$ cat config.mk
export PLATFORM = sky130hd
export DESIGN_NAME = gf2_mat_solve_flat
export DESIGN_NICKNAME = d
export VERILOG_FILES = /design/src/rtl/gf2_mat_solve_if.sv /design/src/rtl/gf2_mat_solve.sv /design/src/flat_wrapper.sv
export SDC_FILE = /design/constraint.sdc
export NUM_CORES = 1
export LEC_CHECK = 0
export ABC_AREA = 0
export BUFFER_PORTS_ARGS = -buffer_cell sky130_fd_sc_hd__buf_2
export CORE_MARGIN = 5
export CORE_UTILIZATION = 60
export DETAILED_ROUTE_END_ITERATION = 6
export GPL_TIMING_DRIVEN = 0
export PLACE_DENSITY_LB_ADDON = 0.1
export SYNTH_ARGS = -nofsm -noshare
export SYNTH_HDL_FRONTEND = slang
export SYNTH_SLANG_ARGS = --single-unit
$ cat constraint.sdc
create_clock -name clk -period 2.7 [get_ports clk]
set_input_delay 0.405 -clock clk [delete_from_list [all_inputs] [get_ports clk]]
set_output_delay 0.405 -clock clk [all_outputs]
set_load 0.02 [all_outputs]
$ cat src/rtl/gf2_mat_solve_if.sv
// Operand/result handshake bundle for gf2_mat_solve: (a, u) in, (v, singular, check_err) out.
interface gf2_mat_solve_if #(
    parameter int N = 2
);
    logic           in_valid;
    logic           in_ready;
    logic [N*N-1:0] a;
    logic [N-1:0]   u;
    logic           out_valid;
    logic           out_ready;
    logic [N-1:0]   v;
    logic           singular;
    logic           check_err;

    modport master (
        output in_valid, a, u, out_ready,
        input  in_ready, out_valid, v, singular, check_err
    );

    modport slave (
        input  in_valid, a, u, out_ready,
        output in_ready, out_valid, v, singular, check_err
    );
endinterface

$ cat src/rtl/gf2_mat_solve.sv
// GF(2) Gauss-Jordan solver: finds v with A*v = u, one column per PIVOT+ELIM cycle pair.
// Optional GF2_SOLVE_CHECK_EN keeps the operands and re-multiplies A*v to raise check_err.
module gf2_mat_solve #(
    parameter int N = 2
) (
    input  logic           clk,
    input  logic           rst_n,
    gf2_mat_solve_if.slave bus
);
    localparam int CW = $clog2(N);

    localparam logic [2:0] S_IDLE  = 3'd0;
    localparam logic [2:0] S_PIVOT = 3'd1;
    localparam logic [2:0] S_ELIM  = 3'd2;
`ifdef GF2_SOLVE_CHECK_EN
    localparam logic [2:0] S_CHECK = 3'd3;
`endif
    localparam logic [2:0] S_DONE  = 3'd4;

    logic [2:0]    state_r;
    logic [N-1:0]  m_r [N];
    logic [N-1:0]  r_r;
    logic [CW-1:0] c_r;
    logic [N-1:0]  v_r;
    logic          singular_r;
    logic          out_valid_r;

    logic          piv_found_s;
    logic [CW-1:0] piv_idx_s;
    logic [N-1:0]  swap_m_s [N];
    logic [N-1:0]  swap_r_s;
    logic [N-1:0]  elim_m_s [N];
    logic [N-1:0]  elim_r_s;
    logic          last_col_s;
    logic          accept_s;

`ifdef GF2_SOLVE_CHECK_EN
    logic [N*N-1:0] a_r;
    logic [N-1:0]   u_r;
    logic           check_err_r;

    function automatic logic parity(input logic [N-1:0] x);
        return ^x;
    endfunction

    function automatic logic [N-1:0] mat_vec(input logic [N*N-1:0] mat, input logic [N-1:0] vec);
        logic [N-1:0] res;
        res = '0;
        for (int i = 0; i < N; i++) begin
            res[i] = parity(mat[i*N +: N] & vec);
        end
        return res;
    endfunction
`endif

    assign accept_s   = bus.in_valid && (state_r == S_IDLE);
    assign last_col_s = (c_r == CW'(N - 1));

    // Pivot search: lowest row at or below column c with a 1 in column c.
    always_comb begin
        piv_found_s = 1'b0;
        piv_idx_s   = '0;
        for (int i = N - 1; i >= 0; i--) begin
            if ((i >= int'(c_r)) && m_r[i][c_r]) begin
                piv_found_s = 1'b1;
                piv_idx_s   = CW'(i);
            end else begin
                piv_found_s = piv_found_s;
                piv_idx_s   = piv_idx_s;
            end
        end
    end

    // Exchange pivot row with row c (identity when they coincide).
    always_comb begin
        swap_m_s = m_r;
        swap_r_s = r_r;
        for (int i = 0; i < N; i++) begin
            if (CW'(i) == c_r) begin
                swap_m_s[i] = m_r[piv_idx_s];
                swap_r_s[i] = r_r[piv_idx_s];
            end else if (CW'(i) == piv_idx_s) begin
                swap_m_s[i] = m_r[c_r];
                swap_r_s[i] = r_r[c_r];
            end else begin
                swap_m_s[i] = m_r[i];
                swap_r_s[i] = r_r[i];
            end
        end
    end

    // Clear column c in every other row in a single step.
    always_comb begin
        elim_m_s = m_r;
        elim_r_s = r_r;
        for (int i = 0; i < N; i++) begin
            if ((CW'(i) != c_r) && m_r[i][c_r]) begin
                elim_m_s[i] = m_r[i] ^ m_r[c_r];
                elim_r_s[i] = r_r[i] ^ r_r[c_r];
            end else begin
                elim_m_s[i] = m_r[i];
                elim_r_s[i] = r_r[i];
            end
        end
    end

    // Sequencer and registered result outputs.
    always_ff @(posedge clk or negedge rst_n) begin
        if (!rst_n) begin
            state_r     <= S_IDLE;
            out_valid_r <= 1'b0;
            v_r         <= '0;
            singular_r  <= 1'b0;
        end else begin
            case (state_r)
                S_IDLE: begin
                    if (accept_s) begin
                        state_r    <= S_PIVOT;
                        singular_r <= 1'b0;
                    end
                end
                S_PIVOT: begin
                    if (piv_found_s) begin
                        state_r <= S_ELIM;
                    end else begin
                        state_r     <= S_DONE;
                        singular_r  <= 1'b1;
                        v_r         <= '0;
                        out_valid_r <= 1'b1;
                    end
                end
                S_ELIM: begin
                    if (last_col_s) begin
                        v_r        <= elim_r_s;
                        singular_r <= 1'b0;
`ifdef GF2_SOLVE_CHECK_EN
                        state_r    <= S_CHECK;
`else
                        state_r     <= S_DONE;
                        out_valid_r <= 1'b1;
`endif
                    end else begin
                        state_r <= S_PIVOT;
                    end
                end
`ifdef GF2_SOLVE_CHECK_EN
                S_CHECK: begin
                    state_r     <= S_DONE;
                    out_valid_r <= 1'b1;
                end
`endif
                S_DONE: begin
                    if (bus.out_ready) begin
                        state_r     <= S_IDLE;
                        out_valid_r <= 1'b0;
                    end
                end
                default: begin
                    state_r     <= S_IDLE;
                    out_valid_r <= 1'b0;
                end
            endcase
        end
    end

    // Working matrix, rhs and column index.
    always_ff @(posedge clk or negedge rst_n) begin
        if (!rst_n) begin
            for (int i = 0; i < N; i++) begin
                m_r[i] <= '0;
            end
            r_r <= '0;
            c_r <= '0;
        end else begin
            case (state_r)
                S_IDLE: begin
                    if (accept_s) begin
                        for (int i = 0; i < N; i++) begin
                            m_r[i] <= bus.a[i*N +: N];
                        end
                        r_r <= bus.u;
                        c_r <= '0;
                    end
                end
                S_PIVOT: begin
                    if (piv_found_s) begin
                        for (int i = 0; i < N; i++) begin
                            m_r[i] <= swap_m_s[i];
                        end
                        r_r <= swap_r_s;
                    end
                end
                S_ELIM: begin
                    for (int i = 0; i < N; i++) begin
                        m_r[i] <= elim_m_s[i];
                    end
                    r_r <= elim_r_s;
                    if (!last_col_s) begin
                        c_r <= c_r + CW'(1'b1);
                    end
                end
                default: begin
                end
            endcase
        end
    end

`ifdef GF2_SOLVE_CHECK_EN
    // Operand copies and the A*v == u self-check; singular exits never reach CHECK.
    always_ff @(posedge clk or negedge rst_n) begin
        if (!rst_n) begin
            a_r         <= '0;
            u_r         <= '0;
            check_err_r <= 1'b0;
        end else if (accept_s) begin
            a_r         <= bus.a;
            u_r         <= bus.u;
            check_err_r <= 1'b0;
        end else if (state_r == S_CHECK) begin
            check_err_r <= (mat_vec(a_r, v_r) != u_r);
        end
    end

    assign bus.check_err = check_err_r;
`else
    assign bus.check_err = 1'b0;
`endif

    assign bus.in_ready  = (state_r == S_IDLE);
    assign bus.out_valid = out_valid_r;
    assign bus.v         = v_r;
    assign bus.singular  = singular_r;
endmodule

$ cat src/flat_wrapper.sv
// flat-port wrapper written by rule: the top's interface ports become plain ports
module gf2_mat_solve_flat 
#(
    parameter int N = 2
)
  (clk, rst_n, bus_in_valid, bus_a, bus_u, bus_out_ready, bus_in_ready, bus_out_valid, bus_v, bus_singular, bus_check_err);
  gf2_mat_solve_if #(.N(N)) bus_i ();
  input  logic clk;
  input  logic rst_n;
  input wire logic [$bits(bus_i.in_valid)-1:0] bus_in_valid;
  input wire logic [$bits(bus_i.a)-1:0] bus_a;
  input wire logic [$bits(bus_i.u)-1:0] bus_u;
  input wire logic [$bits(bus_i.out_ready)-1:0] bus_out_ready;
  output wire logic [$bits(bus_i.in_ready)-1:0] bus_in_ready;
  output wire logic [$bits(bus_i.out_valid)-1:0] bus_out_valid;
  output wire logic [$bits(bus_i.v)-1:0] bus_v;
  output wire logic [$bits(bus_i.singular)-1:0] bus_singular;
  output wire logic [$bits(bus_i.check_err)-1:0] bus_check_err;
  assign bus_i.in_valid = bus_in_valid;
  assign bus_i.a = bus_a;
  assign bus_i.u = bus_u;
  assign bus_i.out_ready = bus_out_ready;
  assign bus_in_ready = bus_i.in_ready;
  assign bus_out_valid = bus_i.out_valid;
  assign bus_v = bus_i.v;
  assign bus_singular = bus_i.singular;
  assign bus_check_err = bus_i.check_err;
  gf2_mat_solve #(.N(N)) u_core (.clk(clk), .rst_n(rst_n), .bus(bus_i));
endmodule
**Word level (Yosys, flattened, before mapping)**

Index checks and enable logic that the tools add are counted.
Widths: inputs -> output; s select.

- Register bits: 14
- Bits in latches: 0
- Memory bits (writable): 0
- Memory bits (read-only): 0
- Output and inout bits: 6
- Memories: 0

- Add/sub/neg operators: 1
- Multiply operators: 0
- Divide/modulo/power cells: 0
- Magnitude comparators: 5
- Eq/ne operators: 12
- Shift-type cells: 0
- Mux-type cells: 52
- Bitwise gates (word level): 8
- Reduce and logical (&&, ||, !) cells: 17

Operators with widths:

| kind | count |
|---|---|
| $mux 2 | 16 |
| $mux 1 | 23 |
| $reduce_and 4->1 | 4 |
| $mux 3 | 4 |
| $pmux 3 s4 | 1 |
| $pmux 4 s3 | 1 |
| $ne 2x1->1 const B | 5 |
| $reduce_and 5->1 | 2 |
| $mux 4 | 2 |
| $pmux 2 s3 | 1 |
| $ge 2x2->1 const B | 2 |
| $logic_and 1x1->1 | 4 |
| $lt 1x2->1 const B | 2 |
| $ne 2x2->1 const B | 2 |
| $not 1->2 | 2 |
| $pmux 1 s4 | 1 |
| $pmux 2 s2 | 1 |
| $reduce_and 2->1 | 2 |
| $reduce_bool 2->1 | 2 |
| $xor 2x2->2 | 2 |
| $eq 3x1->1 const B | 1 |
| $eq 3x2->1 const B | 1 |
| $eq 3x3->1 const B | 1 |
| $logic_not 3->1 | 1 |
| 10 further kinds | 12 |

**Logic depth before layout (Yosys ltp)**

Gate-level depths: netlist of the first run.

- Word-level depth: 11
- Gate-level depth with buffers: 6
- Depth with buffers taken out: 5

**Least setup slack after synthesis of the first run**

Ideal clock, no wire load.

- Path type: register -> register
- From: reg u_core.c_r
- To: reg u_core.v_r[0], in the netlist u_core.bus.v[0]
- Library setup time: 0.125 ns
- Data arrival time: 1.493 ns
- Data required time: 2.575 ns
- Path slack: 1.082 ns
- Stages on the path, launching flop included: 7
- Buffers on the path: 1
- Path through: dfrtp_1 buf_6 or3_4 o21ai_4 nand2_4 a21oi_4 mux2_4

- Longest elaborated chain between the ends: 6
- Elaborated cells between the ends (all ways): 18
- Those cells by class: order compare (1); eq/ne (2); mux (11); bitwise (1); reduce/logical (3)

RTL lines:

| element | line | RTL |
|---|---|---|
| start: declaration | gf2_mat_solve.sv:23 | `logic [CW-1:0] c_r;` |
| start signal: assignment | gf2_mat_solve.sv:199 | `c_r <= c_r + CW'(1'b1);` |
| $mux 1, on equally long branches (2 in a row) | n/a |  |
| $xor 1x1->1, or another cell as far along | gf2_mat_solve.sv:99 | `elim_r_s[i] = r_r[i] ^ r_r[c_r];` |
| $mux 1, on equally long branches | gf2_mat_solve.sv:97, gf2_mat_solve.sv:64 |  |
| $mux 2 or $ne 2x2->1 (tied branches) | n/a |  |
| $pmux 2 s2 or $reduce_and 3->1 (tied branches) | n/a |  |
| end signal: assignment | gf2_mat_solve.sv:134 | `v_r <= elim_r_s;` |
| end: declaration | gf2_mat_solve.sv:24 | `logic [N-1:0] v_r;` |

Several ways; a longest one is shown, not always the timed one. The select of a mux whose other input is x is not followed.
A chain may end at the register's enable or synchronous reset.

**Worst setup path after layout of the first run**

- From: reg u_core.m_r[0] (netlist bit)
- To: reg u_core.v_r[1], in the netlist u_core.bus.v[1]

- Longest elaborated chain between the ends: 6
- Elaborated cells between the ends (all ways): 10
- Those cells by class: eq/ne (1); mux (7); reduce/logical (2)

RTL lines:

| element | line | RTL |
|---|---|---|
| start: declaration | gf2_mat_solve.sv:21 | `logic [N-1:0] m_r [N];` |
| start signal: indexed assignment | gf2_mat_solve.sv:179 | `m_r[i] <= bus.a[i*N +: N];` |
| start signal: indexed assignment | gf2_mat_solve.sv:188 | `m_r[i] <= swap_m_s[i];` |
| start signal: indexed assignment | gf2_mat_solve.sv:195 | `m_r[i] <= elim_m_s[i];` |
| $mux 1 (not written as such) (*) (2 in a row) | gf2_mat_solve.sv:64, gf2_mat_solve.sv:97 |  |
| $mux 1 or $logic_and 1x1->1 (tied branches) | gf2_mat_solve.sv:64, gf2_mat_solve.sv:97 |  |
| $mux 1, on equally long branches | gf2_mat_solve.sv:64, gf2_mat_solve.sv:97 |  |
| $ne 2x2->1 (no line) or $mux 2 (tied branches) | n/a |  |
| $reduce_and 3->1 (no line) or $pmux 2 s2 (tied branches) | n/a |  |

Every way passes the cells marked *; elsewhere a longest branch is shown, timed or not. The select of a mux whose other input is x is not followed.

==> flow_summary.ini, run 1 <==
[run_status]
status = finished, violations left
violations = negative hold slack

[power_and_ir_drop]
powerDensity_nw_per_um2 = 1460
power_frac_comb = 0.693
p_clk_frac = 0.090
seqPwrFrac = 0.217
netSwitchingPower_uw = 859
finalPower_mw = 1.79
vdd_ir_drop_max_v = 0.000822
p_leak_nw = 0.560
sw_frac_of_total = 0.479
intPower_uw = 933

[detailed_routing]
met3_length_microns = 177
wl_met2_microns = 1220
wirelength_microns = 2550
avgViaCountPerCell = 5.86
dr_total_vias = 961
highest_layer = met4
wl_met1_microns = 1130
dr.pass1.iters = 4
drt_iter0_drc = 21
remaining_drc_errors = 0
wl_per_cell_microns = 15.6
ant_nets = 0

[clocking]
holdBufCountCts = 0
clk_latency_ps = 300
cts_buffers = 3
post_cts_buffers = 0
post_cts_resized = 0
clock-sinks = 14
cts_buffer_depth = 2
path_clk_slew_ps = 90
h-tree-depth = 1
root_buffer = clkbuf_4
cts_tree = built

[die]
die-area_sq_um = 2770
start_util = 0.633
die_w_microns = 52.7
coreArea_sq_um = 1730
rows = 15
ioPinCount = 16
die_h_microns = 52.7

[synthesis]
synth.distinct_cells = 49
synth-edff-count = 0
syn_area_sq_um = 1090
syn_nets = 131
synthCells = 121
ys_ff_latch = 14
syn_avg_cell_area_sq_um = 9.03
yosys_warnings = 0
async_flop_share = 1.00
ys.flop_type = dfrtp_1
ys_seq_area_frac = 0.321

[sta]
fin_crit_sh = 0.635
tns_ps = 0
period_needed_ps = 1710
drv_slew = 0
setup_viol = 0
clock_skew_ps = 3.29
fmax_mhz = 584
hold_viol = 14
rsz0062_at_grt = no
hold_ws_ps = -17.4
finalWorstSetupSlack_ps = 986

[place]
gp_congestion = 0.862
io_buffer_count = 14
dpl_worst_slack_ps = 1000
hpwl_microns = 1810

[final_layout]
final_nets = 150
finish.utilization = 0.712
drive_gt1_frac = 0.331
seqCellArea_sq_um = 350
antenna_cells_inserted = 0
multi_input_area_sq_um = 656
area_growth_syn_to_layout_pct = 12.6
fillCellCount = 148

[grt]
track_usage = 0.210
grt.overflow.total = 0
antenna_found_initial = 0
grt_max_degree = 15
grt_pass1_wl_microns = 4260
grt_pass1_vias = 947

[worst_setup_path]
worstPathMaxFanout = 10
worstReg2RegStart = u_core.m_r[0]$_DFFE_PN0P_
timing.rr.end = u_core.bus.v[1]$_DFFE_PN0P_
crit_type = flip-flop to flip-flop
arrival_ps = 1900
reg2reg_slack_ps = 990
cp_data_required_time_ps = 2890
endpoint_kind = flip-flop
start_kind = flip-flop
r2r_cells = 6

[job]
cap_violations = 0

[worst_hold_path]
worstHoldPathType = input pin to asynchronous set/reset pin
## per-stage QoR
step	std cells	area, sq um
6_report	164	1230
4_1_cts	164	1230
5_1_grt	164	1230
3_5_place_dp	160	1190
3_3_place_gp	160	1190
2_1_floorplan	121	1090
## flip-flops by register name (all words and copies together), names as in the netlist
register and count:
u_core.m_r 4, u_core.state_r 3, u_core.bus.v 2, u_core.r_r 2, u_core.bus.out_valid 1, u_core.bus.singular 1
u_core.c_r 1
## power groups by stage
stage               registers, mW  logic [mW]  clock network, mW
floorplan                   0.409       0.955                  0
global placement            0.387        1.19                  0
detailed placement          0.392        1.22                  0
CTS                         0.388        1.24              0.162
global route                0.402        1.35              0.174
finish                      0.388        1.24              0.162
## placed cells by master (no fill, tap or decap), drive strengths merged, types with 3 or more instances in the layout
master	instances
buf	24
mux2	5
clkbuf	5
nor3b	4
a221oi	3
nor2b	5
nand2	13
nor3	3
o21ai	9
dfrtp	14
nand3	3
a21oi	7
xor2	4
nor2	11
## synth_stat cells (all sizes together), types with 2 or more instances
cell | instances | area (sq um)
a21oi | 7 | 46.3
buf | 10 | 75.1
mux2 | 5 | 63.8
mux2i | 2 | 20.0
nor2b | 5 | 31.3
a31oi | 2 | 12.5
nand2 | 13 | 56.3
nor3b | 4 | 40.0
nand3 | 3 | 15.0
a221oi | 3 | 26.3
nor3 | 3 | 20.0
and2b | 2 | 16.3
inv | 2 | 7.51
nor2 | 11 | 43.8
dfrtp | 14 | 350
xor2 | 4 | 35.0
a211oi | 2 | 20.0
o21ai | 9 | 56.3
o31ai | 2 | 15.0
## layer usage
| metal | track usage | up-vias |
|---|---|---|
| li1 | - | 468 |
| met1 | 0.272 | 455 |
| met2 | 0.341 | 35 |
| met3 | 0.0370 | 3 |
| met4 | 0.0851 | 0 |
| met5 | 0 | - |
## area by class of cell
cell class              instances  share of cell area
plain buffers                  11              0.0641
clock buffers                   4              0.0295
inverters                       2             0.00610
multi-input cells              94               0.533
flip-flops and latches         14               0.285
well taps                      25              0.0254
repair buffers                 14              0.0570
## critical path: stages, from the launching register on
cell and delay [ps]:
dfrtp_1 370, buf_4 160, or3_4 380, o21ai_4 100
nand2_4 70, a21oi_4 200, mux2_4 320
## kinds of logic after synthesis
| family | after synthesis | share of synthesized area |
|---|---|---|
| AND/OR/NAND/NOR | 46 | 0.241 |
| AO/OA/AOI/OAI | 36 | 0.247 |
| flip-flops | 14 | 0.321 |
| buffers and inverters | 13 | 0.0790 |
| multiplexers | 7 | 0.0767 |
| XOR/XNOR | 4 | 0.0321 |
| other | 1 | 0.00343 |
## worst max-delay path by stage
| stage | from | to |
|---|---|---|
| CTS | u_core.m_r[0]$_DFFE_PN0P_ | u_core.bus.v[1]$_DFFE_PN0P_ |
| floorplan | u_core.c_r$_DFFE_PN0P_ | u_core.bus.v[0]$_DFFE_PN0P_ |
| detailed placement | u_core.m_r[0]$_DFFE_PN0P_ | u_core.bus.v[1]$_DFFE_PN0P_ |
| finish | u_core.m_r[0]$_DFFE_PN0P_ | u_core.bus.v[1]$_DFFE_PN0P_ |
| global route | u_core.state_r[2]$_DFFE_PN0P_ | bus_in_ready |
| global placement | u_core.m_r[0]$_DFFE_PN0P_ | u_core.bus.v[1]$_DFFE_PN0P_ |
(Power assumes the default switching activity.)
==> run 2, diff against run 1 <==
Settings changed: CORE_UTILIZATION 60 to 56.
Clock period 2.7 ns to 1.7 ns, I/O delays scaled along.
==> flow_summary.ini, run 2 (synthesized netlist as in run 1, its figures left out) <==
[job]
cap_violations = 0

[worst_setup_path]
cp_data_required_time_ps = 1880
cp_num_buf_inv = 1
worstPathMaxFanout = 9
critPathTopFamily = simple AND/OR/NAND/NOR gates
worstPathCellList = buf_6 -> or3_4 -> o21ai_4 -> nand2_4 -> a21oi_4 -> mux2_4
crit_type = flip-flop to flip-flop
start_kind = flip-flop
critical_path.max_stage_delay_ps = 390
r2r_cells = 6
arrival_ps = 1860
endpoint_kind = flip-flop
worstReg2RegStart = u_core.c_r$_DFFE_PN0P_
timing.rr.end = u_core.bus.v[1]$_DFFE_PN0P_
slowest_stage = or3_4
reg2reg_slack_ps = 20

[clocking]
cts_buffer_depth = 2
h-tree-depth = 1
path_clk_slew_ps = 90
root_buffer = clkbuf_4
clock-sinks = 14
cts_tree = built
clk_latency_ps = 290
cts_buffers = 3

[grt]
grt.overflow.total = 0
antenna_found_initial = 0
grt_max_degree = 15
track_usage = 0.196
grt_pass1_wl_microns = 4160
grt_pass1_vias = 931

[sta]
fmax_mhz = 595
drv_slew = 0
rsz0062_at_grt = yes
period_needed_ps = 1680
setup_viol = 0
hold_viol = 0
fin_crit_sh = 0.989
clock_skew_ps = 3.28
finalWorstSetupSlack_ps = 19.5

[detailed_routing]
wirelength_microns = 2560
avgViaCountPerCell = 5.88
wl_per_cell_microns = 15.1
remaining_drc_errors = 0
drt_iter0_drc = 37
ant_nets = 0
dr.pass1.iters = 4
dr_total_vias = 994

[die]
rows = 16
coreArea_sq_um = 1900
ioPinCount = 16
die_w_microns = 54.2
start_util = 0.574
die_h_microns = 54.2
die-area_sq_um = 2930

[power_and_ir_drop]
power_frac_comb = 0.695
netSwitchingPower_mw = 1.36
powerDensity_nw_per_um2 = 2270
intPower_mw = 1.54
p_clk_frac = 0.086
seqPwrFrac = 0.219
sw_frac_of_total = 0.469
p_leak_nw = 0.576
finalPower_mw = 2.90
vdd_ir_drop_max_v = 0.00121

[worst_hold_path]
worstHoldPathType = input pin to flip-flop
holdPathEnd = u_core.c_r$_DFFE_PN0P_
whs_path_depth = 4
holdCritStartpoint = bus_in_valid

[final_layout]
area_growth_syn_to_layout_pct = 17.0
seqCellArea_sq_um = 352
multi_input_area_sq_um = 667
antenna_cells_inserted = 0
drive_gt1_frac = 0.359
largest_register_ffs = 4
fillCellCount = 167
final_cell_mix = buf_2 (17), dfrtp_1 (13), nand2_1 (12), nor2_1 (9), a21oi_1 (6)
regMostFlops = u_core.m_r
reg_top3 = u_core.m_r: 4 flops, u_core.state_r: 3 flops
layout_commonest_cell = buf_2
final_nets = 153

[place]
gp_congestion = 0.880
hpwl_microns = 1750
io_buffer_count = 14
dpl_worst_slack_ps = 6.35

[run_status]
status = completed
[run 2: cell types whose count changed in the layout (fill, tap and decap cells not counted), sizes merged]
cell / delta
buf: +2
dlygate4sd3: +1
[run 2: power by group through the flow]
stage | Sequential, mW | Combinational (mW) | Clock [mW]
floorplan | 0.650 | 1.52 | 0
global placement | 0.614 | 1.90 | 0
detailed placement | 0.619 | 1.93 | 0
CTS | 0.615 | 1.94 | 0.250
global route | 0.658 | 2.23 | 0.262
finish | 0.636 | 2.02 | 0.251
[run 2: through the flow]
| step | std cells | TNS (ps) | instance area (sq um) | hold WS [ps] | util |
|---|---|---|---|---|---|
| after floorplan | 121 | 0 | 1090 | -40.6 | - |
| after global placement | 162 | 0 | 1200 | 173 | 0.629 |
| after detailed placement | 162 | 0 | 1200 | 176 | 0.629 |
| after CTS | 167 | 0 | 1240 | 264 | 0.653 |
| after global routing | 169 | -106 | 1280 | 286 | 0.672 |
| final | 169 | 0 | 1280 | 257 | 0.672 |
[run 2: how the worst max path moves through the flow]
| stage | cells past startpoint | endpoint | from |
|---|---|---|---|
| finish | 6 | u_core.bus.v[1]$_DFFE_PN0P_ | u_core.c_r$_DFFE_PN0P_ |
| global route | 6 | u_core.bus.v[1]$_DFFE_PN0P_ | u_core.c_r$_DFFE_PN0P_ |
| CTS | 6 | u_core.bus.v[1]$_DFFE_PN0P_ | u_core.m_r[0]$_DFFE_PN0P_ |
| detailed placement | 6 | u_core.bus.v[1]$_DFFE_PN0P_ | u_core.m_r[0]$_DFFE_PN0P_ |
| global placement | 6 | u_core.bus.v[0]$_DFFE_PN0P_ | u_core.m_r[0]$_DFFE_PN0P_ |
| floorplan | 6 | u_core.bus.v[0]$_DFFE_PN0P_ | u_core.c_r$_DFFE_PN0P_ |
[run 2: what timing repair did]
item | in CTS | in global routing
pin swaps | 1 | 3
gates resized for setup | 0 | 7
buffers inserted | 0 | 2
hold buffers | 1 | 0
hold endpoints to repair | 14 | 0
setup endpoints to repair | 2 | 8
[run 2: worst register-to-register path, cell delays in order, from the launching register on]
cell and delay, ps:
dfrtp_1 380, buf_6 130, or3_4 390, o21ai_4 90, nand2_4 70, a21oi_4 200
mux2_4 310
[run 2: final cells by class]
type	count	area share
multi-input combinational	94	0.522
buffer	11	0.0676
timing repair buffer	17	0.0744
tap	27	0.0264
clock buffer	4	0.0284
inverter	2	0.00588
sequential	14	0.275
[run 2: layer usage]
| layer | track usage | wire, microns |
|---|---|---|
| met1 | 0.261 | 1120 |
| met2 | 0.319 | 1250 |
| met3 | 0.0305 | 168 |
| met4 | 0.0705 | 20 |
| met5 | 0 | 0 |
==> run 3, diff against run 2 <==
Settings changed: REMOVE_ABC_BUFFERS set to 1.
==> flow_summary.ini, run 3 (synthesized netlist as in run 1, its figures left out) <==
[final_layout]
reg_top3 = u_core.m_r: 4 flops, u_core.state_r: 3 flops
drive_gt1_frac = 0.425
multi_input_area_sq_um = 683
layoutNonFillerInstCount = 173
antenna_cells_inserted = 0
area_growth_syn_to_layout_pct = 21.4
final_nets = 157
largest_register_ffs = 4
layout_commonest_cell = buf_4
final_cell_area_sq_um = 1330
seqCellArea_sq_um = 358
fillCellCount = 163
final_cell_mix = buf_4 (17), buf_2 (14), nand2_1 (11), nor2_1 (10), dfrtp_1 (8)
regMostFlops = u_core.m_r

[worst_setup_path]
arrival_ps = 1890
start_kind = flip-flop
cp_data_required_time_ps = 1880
worstPathCellList = nor3b_4 -> o21a_1 -> o22ai_2 -> nand2_1 -> mux2_2
crit_type = flip-flop to flip-flop
critical_path.max_stage_delay_ps = 500
endpoint_kind = flip-flop
slowest_stage = dfrtp_2
worstPathMaxFanout = 8

[detailed_routing]
wl_per_cell_microns = 15.8
drt_iter0_drc = 36
wl_met1_microns = 1210
wirelength_microns = 2740
avgViaCountPerCell = 5.91
ant_nets = 0
dr.pass1.iters = 4
wl_met2_microns = 1320
dr_total_vias = 1023
remaining_drc_errors = 0
met3_length_microns = 116
highest_layer = met4

[die]
die_h_microns = 54.2
ioPinCount = 16
coreArea_sq_um = 1900
start_util = 0.574
die_w_microns = 54.2
die-area_sq_um = 2930
rows = 16

[power_and_ir_drop]
p_leak_nw = 0.595
powerDensity_nw_per_um2 = 2330
vdd_ir_drop_max_v = 0.00127
finalPower_mw = 3.09

[sta]
fin_crit_sh = 1.00
clock_skew_ps = 4.70
setup_viol = 1
drv_slew = 0
tns_ps = -4.06
period_needed_ps = 1700
finalWorstSetupSlack_ps = -4.06
fmax_mhz = 587
hold_viol = 0

[place]
gp_congestion = 0.900
dpl_worst_slack_ps = -613
dpl_cell_area_sq_um = 1120
io_buffer_count = 14
dp.cells = 151
hpwl_microns = 1600

[clocking]
cts_tree = built
h-tree-depth = 1
root_buffer = clkbuf_4
cts_buffers = 3
path_clk_slew_ps = 100
clk_latency_ps = 290
cts_buffer_depth = 2
clock-sinks = 14

[worst_hold_path]
worstHoldPathType = input pin to flip-flop

[grt]
antenna_found_initial = 0
grt_max_degree = 15
grt_pass1_vias = 925
grt_pass1_wl_microns = 4350
grt.overflow.total = 0
track_usage = 0.205

[run_status]
violations = negative setup slack
status = finished, violations left

[job]
cap_violations = 0
run 3: cell types whose count changed in the layout (fill, tap and decap cells not counted), moves of 3 or more:
| cell | before | now |
|---|---|---|
| buf_2 | 17 | 14 |
| buf_4 | 5 | 17 |
| buf_6 | 4 | 0 |
| dfrtp_1 | 13 | 8 |
| dfrtp_2 | 1 | 6 |
run 3: worst paths after layout:
path                                                      start                          endpoint  slack, ps  depth (start not counted)
worst max-delay path              u_core.state_r[2]$_DFFE_PN0P_         u_core.m_r[2]$_DFFE_PN0P_         -4                          5
worst min-delay path                                   bus_a[2]         u_core.m_r[0]$_DFFE_PN0P_        260                          3
worst max register to register    u_core.state_r[2]$_DFFE_PN0P_         u_core.m_r[2]$_DFFE_PN0P_         -4                          5
worst min register to register  u_core.bus.singular$_DFFE_PN0P_   u_core.bus.singular$_DFFE_PN0P_        500                          1
max in group asynchronous                                 rst_n         u_core.m_r[2]$_DFFE_PN0P_       1040                          2
min in group asynchronous                                 rst_n  u_core.bus.out_valid$_DFFE_PN0P_        390                          2
run 3: stage by stage:
stage          hold slack (ps)  utilization
2_1_floorplan            -40.6            -
3_3_place_gp               172        0.588
3_5_place_dp               176        0.588
4_1_cts                    266        0.657
5_1_grt                    271        0.697
6_report                   260        0.697
run 3: cell type report:
type,instances,share of cell area
flip-flops and latches,14,0.270
well taps,27,0.0255
repair buffers,32,0.157
clock buffers,4,0.0274
inverters,2,0.00566
multi-input cells,94,0.515
run 3: routing by layer:
metal | track usage | vias up
met2 | 0.325 | 30
met3 | 0.0305 | 12
met1 | 0.278 | 499
li1 | - | 482
met4 | 0.0788 | 0
met5 | 0 | -
run 3: repair_timing:
action                                  in CTS  in global routing
buffers inserted                             9                  8
endpoints found under the setup margin      10                  7
hold endpoints to repair                    14                  0
cloned                                       0                  0
hold buffers                                 1                  0
pin swaps                                    0                  4
resized for setup                            7                  5
run 3: worst max-delay path, delay by kind of cell, from the launching register on:
family	cells	cell delay [ps]
DFF	1	500
and+or+nand+nor	2	440
AOI/OAI and AO/OA	2	340
muxes	1	320
run 3: where the power goes:
part / internal (mW) / leakage (nW) / switching, mW
registers: 0.515 / 0.169 / 0.306
clock network: 0.131 / 0.0210 / 0.126
logic: 0.997 / 0.405 / 1.01
